## config.mk

```make
export PLATFORM = sky130hd
export DESIGN_NAME = mod_inverse_seq
export DESIGN_NICKNAME = d
export VERILOG_FILES = /design/src/rtl/modarith_pkg.sv /design/src/rtl/mod_step_alu.sv /design/src/rtl/mod_inverse_seq.sv
export SDC_FILE = /design/constraint.sdc
export NUM_CORES = 1
export LEC_CHECK = 0
export CAP_MARGIN = 25
export CORE_MARGIN = 4
export CORE_UTILIZATION = 55
export CTS_CLUSTER_DIAMETER = 80
export DETAILED_ROUTE_END_ITERATION = 8
export PLACE_DENSITY = 0.73
export SYNTH_ARGS = -nofsm -noshare
export SYNTH_HDL_FRONTEND = slang
export SYNTH_SLANG_ARGS = --single-unit
```

## constraint.sdc

```tcl
create_clock -name clk -period 6.9 [get_ports clk]
set_clock_uncertainty 0.2 [all_clocks]
set_input_delay 1.38 -clock clk [delete_from_list [all_inputs] [get_ports clk]]
set_output_delay 1.38 -clock clk [all_outputs]
set_load 0.03 [all_outputs]
```

## src/rtl/modarith_pkg.sv

```systemverilog
// Shared modular-arithmetic helpers and FSM encoding for the inverse unit.
// Helper functions work at MA_MAXW bits, so instantiating units must keep WIDTH <= MA_MAXW.
package modarith_pkg;

  typedef enum logic [1:0] {
    ST_IDLE = 2'd0,
    ST_RUN  = 2'd1,
    ST_DONE = 2'd2
  } state_t;

  localparam int MA_MAXW = 64;

  // (x - y) mod m for x, y < m; the extra top bit acts as the borrow flag.
  function automatic logic [MA_MAXW-1:0] mod_sub(input logic [MA_MAXW-1:0] x,
                                                 input logic [MA_MAXW-1:0] y,
                                                 input logic [MA_MAXW-1:0] m);
    logic [MA_MAXW:0] d;
    d = {1'b0, x} - {1'b0, y};
    if (d[MA_MAXW]) d = d + {1'b0, m};
    return d[MA_MAXW-1:0];
  endfunction

  // x/2 mod m for odd m: an odd x is made even by adding m, carry kept before the shift.
  function automatic logic [MA_MAXW-1:0] half_mod(input logic [MA_MAXW-1:0] x,
                                                  input logic [MA_MAXW-1:0] m);
    logic [MA_MAXW:0] s;
    s = x[0] ? ({1'b0, x} + {1'b0, m}) : {1'b0, x};
    return s[MA_MAXW:1];
  endfunction

endpackage

```

## src/rtl/mod_step_alu.sv

```systemverilog
// One step of binary extended Euclid: picks the first matching rule and
// returns the next (u, v, x1, x2) or a finished result.
module mod_step_alu
  import modarith_pkg::*;
#(
  parameter int WIDTH = 32
) (
  input  logic [WIDTH-1:0] u,
  input  logic [WIDTH-1:0] v,
  input  logic [WIDTH-1:0] x1,
  input  logic [WIDTH-1:0] x2,
  input  logic [WIDTH-1:0] m,
  output logic [WIDTH-1:0] u_nx,
  output logic [WIDTH-1:0] v_nx,
  output logic [WIDTH-1:0] x1_nx,
  output logic [WIDTH-1:0] x2_nx,
  output logic [WIDTH-1:0] res,
  output logic             done,
  output logic             err
);

  always_comb begin
    u_nx  = u;
    v_nx  = v;
    x1_nx = x1;
    x2_nx = x2;
    res   = '0;
    done  = 1'b0;
    err   = 1'b0;
    if (u == WIDTH'(1)) begin
      done = 1'b1;
      res  = x1;
    end else if (v == WIDTH'(1)) begin
      done = 1'b1;
      res  = x2;
    end else if (u == '0 || v == '0) begin
      done = 1'b1;
      err  = 1'b1;
    end else if (!u[0]) begin
      u_nx  = u >> 1;
      x1_nx = WIDTH'(half_mod(MA_MAXW'(x1), MA_MAXW'(m)));
    end else if (!v[0]) begin
      v_nx  = v >> 1;
      x2_nx = WIDTH'(half_mod(MA_MAXW'(x2), MA_MAXW'(m)));
    end else if (u >= v) begin
      u_nx  = u - v;
      x1_nx = WIDTH'(mod_sub(MA_MAXW'(x1), MA_MAXW'(x2), MA_MAXW'(m)));
    end else begin
      v_nx  = v - u;
      x2_nx = WIDTH'(mod_sub(MA_MAXW'(x2), MA_MAXW'(x1), MA_MAXW'(m)));
    end
  end

endmodule

```

## src/rtl/mod_inverse_seq.sv

```systemverilog
// Sequential modular inverse: a*x mod m = 1 via binary extended Euclid, one step per clock.
// state   | meaning
// IDLE    | in_ready high, waiting for an operand pair
// RUN     | one Euclid step per cycle, watchdog counting
// DONE    | out_valid high, result held until out_ready
module mod_inverse_seq
  import modarith_pkg::*;
#(
  parameter int WIDTH = 32,
  parameter int CNT_W = 8
) (
  input  logic             clk,
  input  logic             rst,
  input  logic             in_valid,
  output logic             in_ready,
  input  logic [WIDTH-1:0] a_in,
  input  logic [WIDTH-1:0] m_in,
  output logic             out_valid,
  input  logic             out_ready,
  output logic [WIDTH-1:0] inv_out,
  output logic             err_out
);

  localparam logic [CNT_W-1:0] WD_LIMIT = CNT_W'(4 * WIDTH + 4);

  state_t           state;
  logic [WIDTH-1:0] u, v, x1, x2, m_q;
  logic [CNT_W-1:0] count;

  logic [WIDTH-1:0] u_nx, v_nx, x1_nx, x2_nx, step_res;
  logic             step_done, step_err;
  logic             bad_in;

  assign bad_in = (m_in < WIDTH'(2)) || !m_in[0] || (a_in == '0) || (a_in >= m_in);

  mod_step_alu #(.WIDTH(WIDTH)) u_alu (
    .u     (u),
    .v     (v),
    .x1    (x1),
    .x2    (x2),
    .m     (m_q),
    .u_nx  (u_nx),
    .v_nx  (v_nx),
    .x1_nx (x1_nx),
    .x2_nx (x2_nx),
    .res   (step_res),
    .done  (step_done),
    .err   (step_err)
  );

  always_ff @(posedge clk) begin
    if (rst) begin
      state     <= ST_IDLE;
      in_ready  <= 1'b1;
      out_valid <= 1'b0;
      inv_out   <= '0;
      err_out   <= 1'b0;
      u         <= '0;
      v         <= '0;
      x1        <= '0;
      x2        <= '0;
      m_q       <= '0;
      count     <= '0;
    end else begin
      case (state)
        ST_IDLE: begin
          if (in_valid && in_ready) begin
            in_ready <= 1'b0;
            if (bad_in) begin
              state     <= ST_DONE;
              out_valid <= 1'b1;
              inv_out   <= '0;
              err_out   <= 1'b1;
            end else begin
              state <= ST_RUN;
              u     <= a_in;
              v     <= m_in;
              x1    <= WIDTH'(1);
              x2    <= '0;
              m_q   <= m_in;
              count <= '0;
            end
          end
        end
        ST_RUN: begin
          count <= count + CNT_W'(1);
          if (step_done) begin
            state     <= ST_DONE;
            out_valid <= 1'b1;
            inv_out   <= step_err ? '0 : step_res;
            err_out   <= step_err;
          end else if (count == WD_LIMIT) begin
            // Unreachable for legal operands; guards against a stuck datapath.
            state     <= ST_DONE;
            out_valid <= 1'b1;
            inv_out   <= '0;
            err_out   <= 1'b1;
          end else begin
            u  <= u_nx;
            v  <= v_nx;
            x1 <= x1_nx;
            x2 <= x2_nx;
          end
        end
        ST_DONE: begin
          if (out_valid && out_ready) begin
            state     <= ST_IDLE;
            out_valid <= 1'b0;
            in_ready  <= 1'b1;
          end
        end
        default: begin
          state     <= ST_IDLE;
          in_ready  <= 1'b1;
          out_valid <= 1'b0;
        end
      endcase
    end
  end

endmodule

```

* Word-level counts from Yosys, hierarchy flattened
Index checks and enable logic that the tools add are counted.
** Storage, ports and cells
- Flip-flop bits (word level) :: 205
- Bits in latches :: 0
- RAM bits :: 0
- Memory bits (read-only) :: 0
- Bits of input ports :: 68
- Output and inout port bits :: 35
- Logic and storage cells :: 149
- Memories :: 0
** Cells by class
- Add/subtract/negate cells :: 9
- $mul :: 0
- Div/mod/pow operators :: 0
- Order comparisons :: 3
- Equal/unequal tests :: 19
- Shift-type cells :: 0
- Multiplexer cells :: 81
- Bitwise logic cells :: 2
- Reduce and logical (&&, ||, !) cells :: 22
** Operators with widths (count)
- 32-bit two-way mux :: 49
- 32-bit one-hot mux with 2 select lines :: 5
- 32-bit zero test :: 3
- 32-bit by 32-bit adder with 33-bit output :: 2
- 33-bit two-way mux :: 2
- 32-bit by 32-bit subtractor with 33-bit output :: 2
- 32-bit adder :: 2
- 32-bit by 1-bit == test with 1-bit output (second input constant) :: 2
- 32-bit >= comparator :: 2
- 32-bit subtractor :: 2
- 32-bit by 2-bit less-than comparator with 1-bit output (second input constant) :: 1
- 2-bit != test (second input constant) :: 10
- 10-bit AND reduction :: 2
- 8-bit two-way mux :: 2
- 8-bit one-hot mux with 2 select lines :: 1
- 1-bit two-way mux :: 13
- 3-bit AND reduction :: 4
- 2-bit two-way mux :: 5
- 3-bit != test (second input constant) :: 3
- 9-bit AND reduction :: 1
- 8-bit by 1-bit adder with 8-bit output (second input constant) :: 1
- 8-bit == test (second input constant) :: 1
- 4-bit AND reduction :: 2
- 8-bit AND reduction :: 1
- other kinds (12) :: 18

* Depth between registers and ports, before layout
Gate-level depths: netlist of run 1.
- Word-level depth :: 12
- Mapped depth :: 26
- Depth with buffers taken out :: 24

* By module
A second synthesis of run 1 with hierarchy kept.
** Second synthesis, totals
- Cells, all modules :: 3669
- Area, all modules :: 26309.0 um^2
** By module, submodules not included
- mod_step_alu :: instances 1, cells an instance 2626, area each 16862.4 um^2
- mod_inverse_seq :: instances 1, cells an instance 1043, area each 9446.6 um^2

* Worst setup path after synthesis of run 1
No wires, ideal clock.
- Path kind :: reg-to-reg
- Start :: register x2[0]
- End :: register x2[31]
- Setup time :: 117 ps
- Arrival :: 5143 ps
- Required time :: 6583 ps
- Setup slack :: 1440 ps
- Stages on the path, launching flop included :: 25
- Buffers on the path :: 2
- Path through :: dfxtp_1 > buf_2 > clkinv_1 > clkbuf_1 > ha_1 > inv_1 > fa_1 > a211oi_2 > nor2_1 > o31ai_1 > o21ai_0 > a21boi_0 > xnor2_1 > ha_1 > a21o_1 > a211o_1 > a2111oi_2 > nor3_1 > a221oi_2 > o2111ai_1 > a21o_1 > a31oi_1 > nor3_1 > nand3b_1 > a32o_1
** On the way
- Cells in the longest elaborated chain, start to end :: 12
- Elaborated cells on any way between the ends :: 14
** Ends and longest elaborated chain
- start, declared :: line mod_inverse_seq.sv:27 : logic [WIDTH-1:0] u, v, x1, x2, m_q;
- start signal, assigned :: line mod_inverse_seq.sv:102 : x2 <= x2_nx;
- 32-bit by 32-bit subtractor with 33-bit output :: line modarith_pkg.sv:18 : d = {1'b0, x} - {1'b0, y};
- 32-bit adder :: line modarith_pkg.sv:19 : if (d[MA_MAXW]) d = d + {1'b0, m};
- 32-bit two-way mux :: line modarith_pkg.sv:19
- 32-bit two-way mux :: line mod_step_alu.sv:45 : end else if (u >= v) begin
- 32-bit two-way mux (*) :: line mod_step_alu.sv:42 : end else if (!v[0]) begin
- 32-bit two-way mux (*) :: line mod_step_alu.sv:39 : end else if (!u[0]) begin
- 32-bit two-way mux (*) :: line mod_step_alu.sv:36 : end else if (u == '0 || v == '0) begin
- 32-bit two-way mux (*) :: line mod_step_alu.sv:33 : end else if (v == WIDTH'(1)) begin
- 32-bit two-way mux (*) :: line mod_step_alu.sv:30 : if (u == WIDTH'(1)) begin
- 32-bit two-way mux (*) :: line mod_inverse_seq.sv:92 : end else if (count == WD_LIMIT) begin
- 32-bit two-way mux (*) :: line mod_inverse_seq.sv:87 : if (step_done) begin
- 32-bit one-hot mux with 2 select lines (*) :: line mod_inverse_seq.sv:65 : case (state)
Mark *: on every way between the ends. The rest lies on a longest branch, timed or not. The select of a mux whose other input is x is not followed.
A chain may end at the register's enable or synchronous reset.

* Worst setup path in the final report of run 1
- Start :: register x1[1]
- End :: register x2[27]
** On the way
- Cells in the longest elaborated chain, start to end :: 12
** Ends and longest elaborated chain
- start, declared :: line mod_inverse_seq.sv:27
- start signal, assigned :: line mod_inverse_seq.sv:101 : x1 <= x1_nx;
- 32-bit by 32-bit subtractor with 33-bit output (*) :: line modarith_pkg.sv:18
- 32-bit adder :: line modarith_pkg.sv:19
- 32-bit two-way mux (*) :: line modarith_pkg.sv:19
- 32-bit two-way mux (*) :: line mod_step_alu.sv:45
- 32-bit two-way mux (*) :: line mod_step_alu.sv:42
- 32-bit two-way mux (*) :: line mod_step_alu.sv:39
- 32-bit two-way mux (*) :: line mod_step_alu.sv:36
- 32-bit two-way mux (*) :: line mod_step_alu.sv:33
- 32-bit two-way mux (*) :: line mod_step_alu.sv:30
- 32-bit two-way mux (*) :: line mod_inverse_seq.sv:92
- 32-bit two-way mux (*) :: line mod_inverse_seq.sv:87
- 32-bit one-hot mux with 2 select lines (*) :: line mod_inverse_seq.sv:65
Marked as above.

==> flow_metrics.py, run 1 <==
metrics = {
    "grt": {
        "antenna_found_initial": 0,
        "grt_pass1_vias": 25099,
        "gr-usage-all-layers": 0.375,
        "gr-total-overflow": 0,
        "grt_max_degree": 128,
        "grt_pass1_wl_um": 144000,
    },
    "final_layout": {
        "fin_nets": 3769,
        "drive_gt1_frac": 0.0467,
        "n_antenna_cell": 0,
        "final_common_cell": "a21oi_1",
        "mostFrequentLayoutCells": "375 x a21oi_1, 371 x nor2_1, 289 x ha_1, 260 x nand2_1, 220 x inv_1",
        "area_delta_synth_final_pct": 9.63,
        "final_cell_area_um2": 27100,
    },
    "setup_path": {
        "cp_max_fo": 7,
        "endpoint_kind": "flop",
        "cpPeakStageDelay_ns": 0.91,
        "arrival_ns": 6.44,
        "critPathKind": "flop to flop",
        "rr_worst_depth": 20,
        "reg2reg_slack_ns": 0.74,
        "cp-start-kind": "flop",
        "regToRegStartpoint": "x1[1]$_SDFFE_PP0P_",
        "worst-path-buf-inv": 2,
        "crit_slowest_cell": "a2111oi_0",
        "r2r-end": "x2[27]$_SDFFE_PP0P_",
        "critPathRequiredTime_ns": 7.18,
        "cpLargestDelayFamily": "compound AO/OA/AOI/OAI gates",
        "crit_chain": "inv_1, fa_1, a211oi_2, nor2_1, o31ai_1, o21ai_0, a21boi_0, xnor2_1, ha_1, a21oi_1, nand2_1, a2111oi_0, o21ai_0, a41o_1, nor2_1, inv_1, a21oi_1, xnor2_1, o22ai_1, o31ai_1",
    },
    "route": {
        "drtIter0Drc": 2995,
        "wl_per_cell_um": 23.5,
        "drtAntennaViolNets": 0,
        "route.detailed.drc": 0,
        "dr.pass1.iters": 8,
        "wirelength_um": 94500,
        "vias": 26945,
        "vias_per_cell": 6.71,
    },
    "floorplanning": {
        "dieArea_um2": 48300,
        "pin_count": 103,
        "rows": 77,
        "core_um2": 44300,
        "initial_core_util": 0.557,
        "dieHeight_um": 220,
        "die_w_um": 220,
    },
    "timing": {
        "period_needed_ns": 6.16,
        "tns_ns": 0,
        "drv_slew": 0,
        "worst_slew_pin_slew_ns": 1.08,
        "period_share": 0.893,
        "fmax_mhz": 162,
        "hold_viol_final": 0,
        "setup_viol": 0,
        "rsz0062_at_grt": "false",
        "slew-limit-headroom": 0.265,
    },
    "yosys": {
        "synth_area_per_cell_um2": 7.19,
        "yosys.area.top_type": "dfxtp_1",
        "yosysSeqAreaShare": 0.166,
        "syn-num-nets": 3796,
        "synth-async-reset-ratio": 0,
        "ys_types": 99,
        "ys_ff_latch": 205,
        "synth_area_um2": 24700,
        "ys_warn_count": 0,
        "synthTopCellsByArea": "dfxtp_1 17%, ha_1 15%, a21oi_1 7.6%",
        "syn_inst": 3431,
        "synth-edff-count": 0,
        "synth_top_area_frac": 0.166,
        "synthFlopType": "dfxtp_1",
    },
    "flow_run": {
        "maxCapViolCount": 0,
    },
    "cts": {
        "clkTransAtPathRegs_ns": 0.06,
        "clock-root-buffer": "clkbuf_16",
        "cts_buffer_depth": 3,
        "cts_resized": 0,
        "numCtsBuffers": 29,
        "cts.sinks": 205,
        "ctsHoldBuffers": 0,
        "cts_tree": "yes",
        "clock_latency_ns": 0.59,
        "post_cts_buffers": 0,
        "htree_levels": 1,
    },
    "status": {
        "status": "complete, no violations",
    },
    "worst_hold_path": {
        "hold_end": "err_out$_SDFFE_PP0P_",
        "hp-start": "err_out$_SDFFE_PP0P_",
        "hold_class": "flop to flop",
        "whs_path_depth": 2,
    },
    "power_and_ir_drop": {
        "power_leakage_nw": 11.3,
        "power.density_nw_per_um2": 332,
        "peakVddDrop_uv": 202,
    },
    "placement": {
        "dpl.hpwl_um": 72000,
        "place_area_um2": 25900,
        "portBuffers": 102,
        "gp_congestion": 1.06,
    },
}
cell usage after synthesis (41+ instances only):
cell and count:
xnor2_1 122, nand4_1 49, a211oi_1 82, nor3_1 79, ha_1 289, xor2_1 85
o211ai_1 51, nor4_1 42, a21oi_1 375, a221oi_1 42, nand2_1 261, inv_1 220
nand3_1 64, o21ai_0 218, dfxtp_1 205, nor2_1 371, clkbuf_1 142, a21o_1 94
buf_2 41
kinds of logic after synthesis:
| kind of cell | count (synthesis) | share of synthesized area |
|---|---|---|
| simple gates | 1017 | 0.189 |
| xor+xnor | 207 | 0.0734 |
| mux | 44 | 0.0181 |
| flops | 205 | 0.166 |
| fa+ha+maj | 297 | 0.153 |
| buf+inv | 420 | 0.0681 |
| compound gates | 1241 | 0.332 |
metal layers:
layer  vias to the layer above  track usage  share of wire
met5                         -            0              0
met1                     12652        0.516           0.42
met3                       295       0.0596          0.094
met2                      1467        0.575           0.43
met4                         0        0.176          0.056
li1                      12531            -              -
how the worst max path moves through the flow:
| stage | from | endpoint | slack [ns] | depth (start not counted) |
|---|---|---|---|---|
| after floorplan | x2[0]$_SDFFE_PP0P_ | x2[31]$_SDFFE_PP0P_ | 1.44 | 24 |
| after global placement | m_in[15] | u[30]$_SDFFE_PP0P_ | 0.60 | 14 |
| after detailed placement | m_in[15] | u[24]$_SDFFE_PP0P_ | 0.50 | 14 |
| after CTS | x1[1]$_SDFFE_PP0P_ | x2[31]$_SDFFE_PP0P_ | 0.99 | 20 |
| after global routing | x1[1]$_SDFFE_PP0P_ | x2[27]$_SDFFE_PP0P_ | 0.50 | 20 |
| final | x1[1]$_SDFFE_PP0P_ | x2[27]$_SDFFE_PP0P_ | 0.74 | 20 |
worst register-to-register path, cell delays in order (launching register included):
cell       delay (ns)
dfxtp_1          0.52
inv_1            0.19
fa_1             0.50
a211oi_2         0.21
nor2_1           0.12
o31ai_1          0.38
o21ai_0          0.20
a21boi_0         0.27
xnor2_1          0.21
ha_1             0.37
a21oi_1          0.26
nand2_1          0.09
a2111oi_0        0.91
o21ai_0          0.38
a41o_1           0.35
nor2_1           0.20
inv_1            0.07
a21oi_1          0.17
xnor2_1          0.14
o22ai_1          0.12
o31ai_1          0.19
flip-flops by register name, summed over array words and instances (netlist names):
signal	cells
out_valid	1
v	32
m_q	32
x1	32
inv_out	32
count	8
err_out	1
x2	32
state	2
in_ready	1
u	32
through the flow:
stage	total power, W	setup slack (ns)	std cells	util	hold slack, ns
global placement	0.00692	0.597	3963	0.585	0.247
global route	0.00947	0.502	4016	0.611	0.319
CTS	0.00879	0.993	4014	0.610	0.269
finish	0.00898	0.740	4016	0.611	0.267
floorplan	0.00553	1.44	3431	-	0.261
detailed placement	0.00699	0.496	3963	0.585	0.259
final cells by class:
class                   count  area, µm²
clock buffers              35        778
well taps                 592        741
clock inverters            16        322
flip-flops and latches    205       4110
multi-input cells        2806      19000
repair buffers            138       1310
fillers                  4169      17300
inverters                 224        841
report_power, final:
group          internal (W)  switching [W]  total [W]
registers           0.00128       0.000162    0.00144
clock network       0.00113       0.000651    0.00179
logic               0.00209        0.00366    0.00575
Power figures use the tool's default switching activity.
==> inputs of run 2 (changes only) <==
DONT_BUFFER_PORTS = 1   (was unset)
PLACE_DENSITY = 0.7   (was 0.73)
SLEW_MARGIN = 40   (was unset)
==> run 2 against run 1 <==
Compared with the run above:
- flip-flop and latch count unchanged
- critical path depth up 5
- total power fell by 4.9%
- final area down 4.3%
- fmax is 4.1% higher
- combinational power down 3%
==> flow_metrics.py, run 2 (synthesis results as in run 1) <==
metrics = {
    "status": {
        "status": "complete, no violations",
    },
    "route": {
        "drtAntennaViolNets": 0,
        "drtIter0Drc": 2971,
        "vias_per_cell": 6.75,
        "vias": 26401,
        "wirelength_um": 91600,
        "wl_per_cell_um": 23.4,
        "dr.pass1.iters": 6,
        "route.detailed.drc": 0,
    },
    "grt": {
        "grt_pass1_vias": 24791,
        "gr-total-overflow": 0,
        "grt_pass1_wl_um": 140000,
        "antenna_found_initial": 0,
        "grt_max_degree": 168,
        "gr-usage-all-layers": 0.363,
    },
    "cts": {
        "clkTransAtPathRegs_ns": 0.06,
        "cts_tree": "yes",
        "ctsHoldBuffers": 0,
        "clock_latency_ns": 0.59,
        "htree_levels": 1,
        "cts_resized": 0,
        "clock-root-buffer": "clkbuf_16",
        "cts_buffer_depth": 3,
        "post_cts_buffers": 0,
        "cts.sinks": 205,
        "numCtsBuffers": 29,
    },
    "timing": {
        "worst_slack_ns": 0.985,
        "tns_ns": 0,
        "period_needed_ns": 5.92,
        "drv_slew": 0,
        "worst_slew_pin_slew_ns": 0.916,
        "slew-limit-headroom": 0.387,
        "setup_viol": 0,
        "period_share": 0.857,
        "hold_viol_final": 0,
        "fmax_mhz": 169,
        "rsz0062_at_grt": "false",
    },
    "setup_path": {
        "endpoint_kind": "flop",
        "arrival_ns": 6.17,
        "cp_max_fo": 50,
        "critPathKind": "flop to flop",
        "critPathRequiredTime_ns": 7.16,
        "cp-start-kind": "flop",
    },
    "final_layout": {
        "mostFrequentLayoutCells": "375 x a21oi_1, 369 x nor2_1, 289 x ha_1, 260 x nand2_1, 220 x inv_1",
        "fin_nets": 3663,
        "n_antenna_cell": 0,
        "fin_util": 0.584,
        "area_delta_synth_final_pct": 4.90,
        "final_cell_area_um2": 25900,
        "final_common_cell": "a21oi_1",
        "drive_gt1_frac": 0.0476,
    },
    "flow_run": {
        "maxCapViolCount": 0,
    },
    "placement": {
        "portBuffers": 0,
        "dpl.hpwl_um": 69300,
        "dpl_worst_slack_ns": 1.17,
        "place_area_um2": 24900,
        "gp_congestion": 1.02,
    },
    "floorplanning": {
        "pin_count": 103,
        "core_um2": 44300,
        "die_w_um": 220,
        "initial_core_util": 0.557,
        "dieHeight_um": 220,
        "dieArea_um2": 48300,
        "rows": 77,
    },
    "worst_hold_path": {
        "hold_class": "flop to flop",
    },
    "power_and_ir_drop": {
        "power_leakage_nw": 10.8,
        "power.density_nw_per_um2": 330,
        "peakVddDrop_uv": 199,
    },
}
[run 2: critical path: stages (launching register included)]
cell and delay [ns]:
dfxtp_2 0.32, buf_4 0.45, inv_1 0.08, buf_4 0.22, ha_1 0.21, inv_1 0.08, fa_1 0.25, a211oi_1 0.10
o21bai_1 0.22, nand3_1 0.18, a211oi_1 0.43, o21bai_1 0.18, a31oi_1 0.52, xor2_1 0.29, ha_1 0.34, a21oi_1 0.17
nor2b_1 0.06, o21ai_0 0.14, nand2b_1 0.10, a21oi_1 0.15, nor2b_1 0.06, a41o_1 0.25, and4_1 0.20, nor4_1 0.32
xnor2_1 0.16, o21ai_1 0.08
[run 2: where the power goes]
part           switching, W  total [W]  internal, W
sequential         0.000162    0.00144      0.00128
clock              0.000622    0.00151     0.000888
combinational       0.00356    0.00559      0.00203
[run 2: per-layer routing]
layer,vias to the layer above,global-route usage,wire (µm)
met5,-,0,0
met4,0,0.185,5540
met3,277,0.0563,8660
met2,1409,0.564,39300
met1,12395,0.487,38100
li1,12320,-,-
[run 2: final cells by class]
type                            instances  area (µm²)
Clock buffer                           42         855
Clock inverter                         10        86.3
Fill cell                            4391       18400
Inverter                              224         841
Multi-Input combinational cell       2806       19000
Sequential cell                       205        4110
Tap cell                              592         741
Timing Repair Buffer                   32         264
[run 2: worst paths after layout]
path	to	slack [ns]	cells after the start	start
worst max-delay path	x1[31]$_SDFFE_PP0P_	0.98	25	x1[0]$_SDFFE_PP0P_
worst max register to register	x1[31]$_SDFFE_PP0P_	0.98	25	x1[0]$_SDFFE_PP0P_
worst min register to register	x2[11]$_SDFFE_PP0P_	0.31	2	x2[11]$_SDFFE_PP0P_
worst min-delay path	x2[11]$_SDFFE_PP0P_	0.31	2	x2[11]$_SDFFE_PP0P_
[run 2: per-stage QoR]
stage	cells	power [W]	hold WS, ns
5_1_grt	3911	0.00906	0.326
2_1_floorplan	3431	0.00553	0.261
6_report	3911	0.00854	0.308
4_1_cts	3910	0.00837	0.303
3_5_place_dp	3858	0.00683	0.295
3_3_place_gp	3858	0.00675	0.278
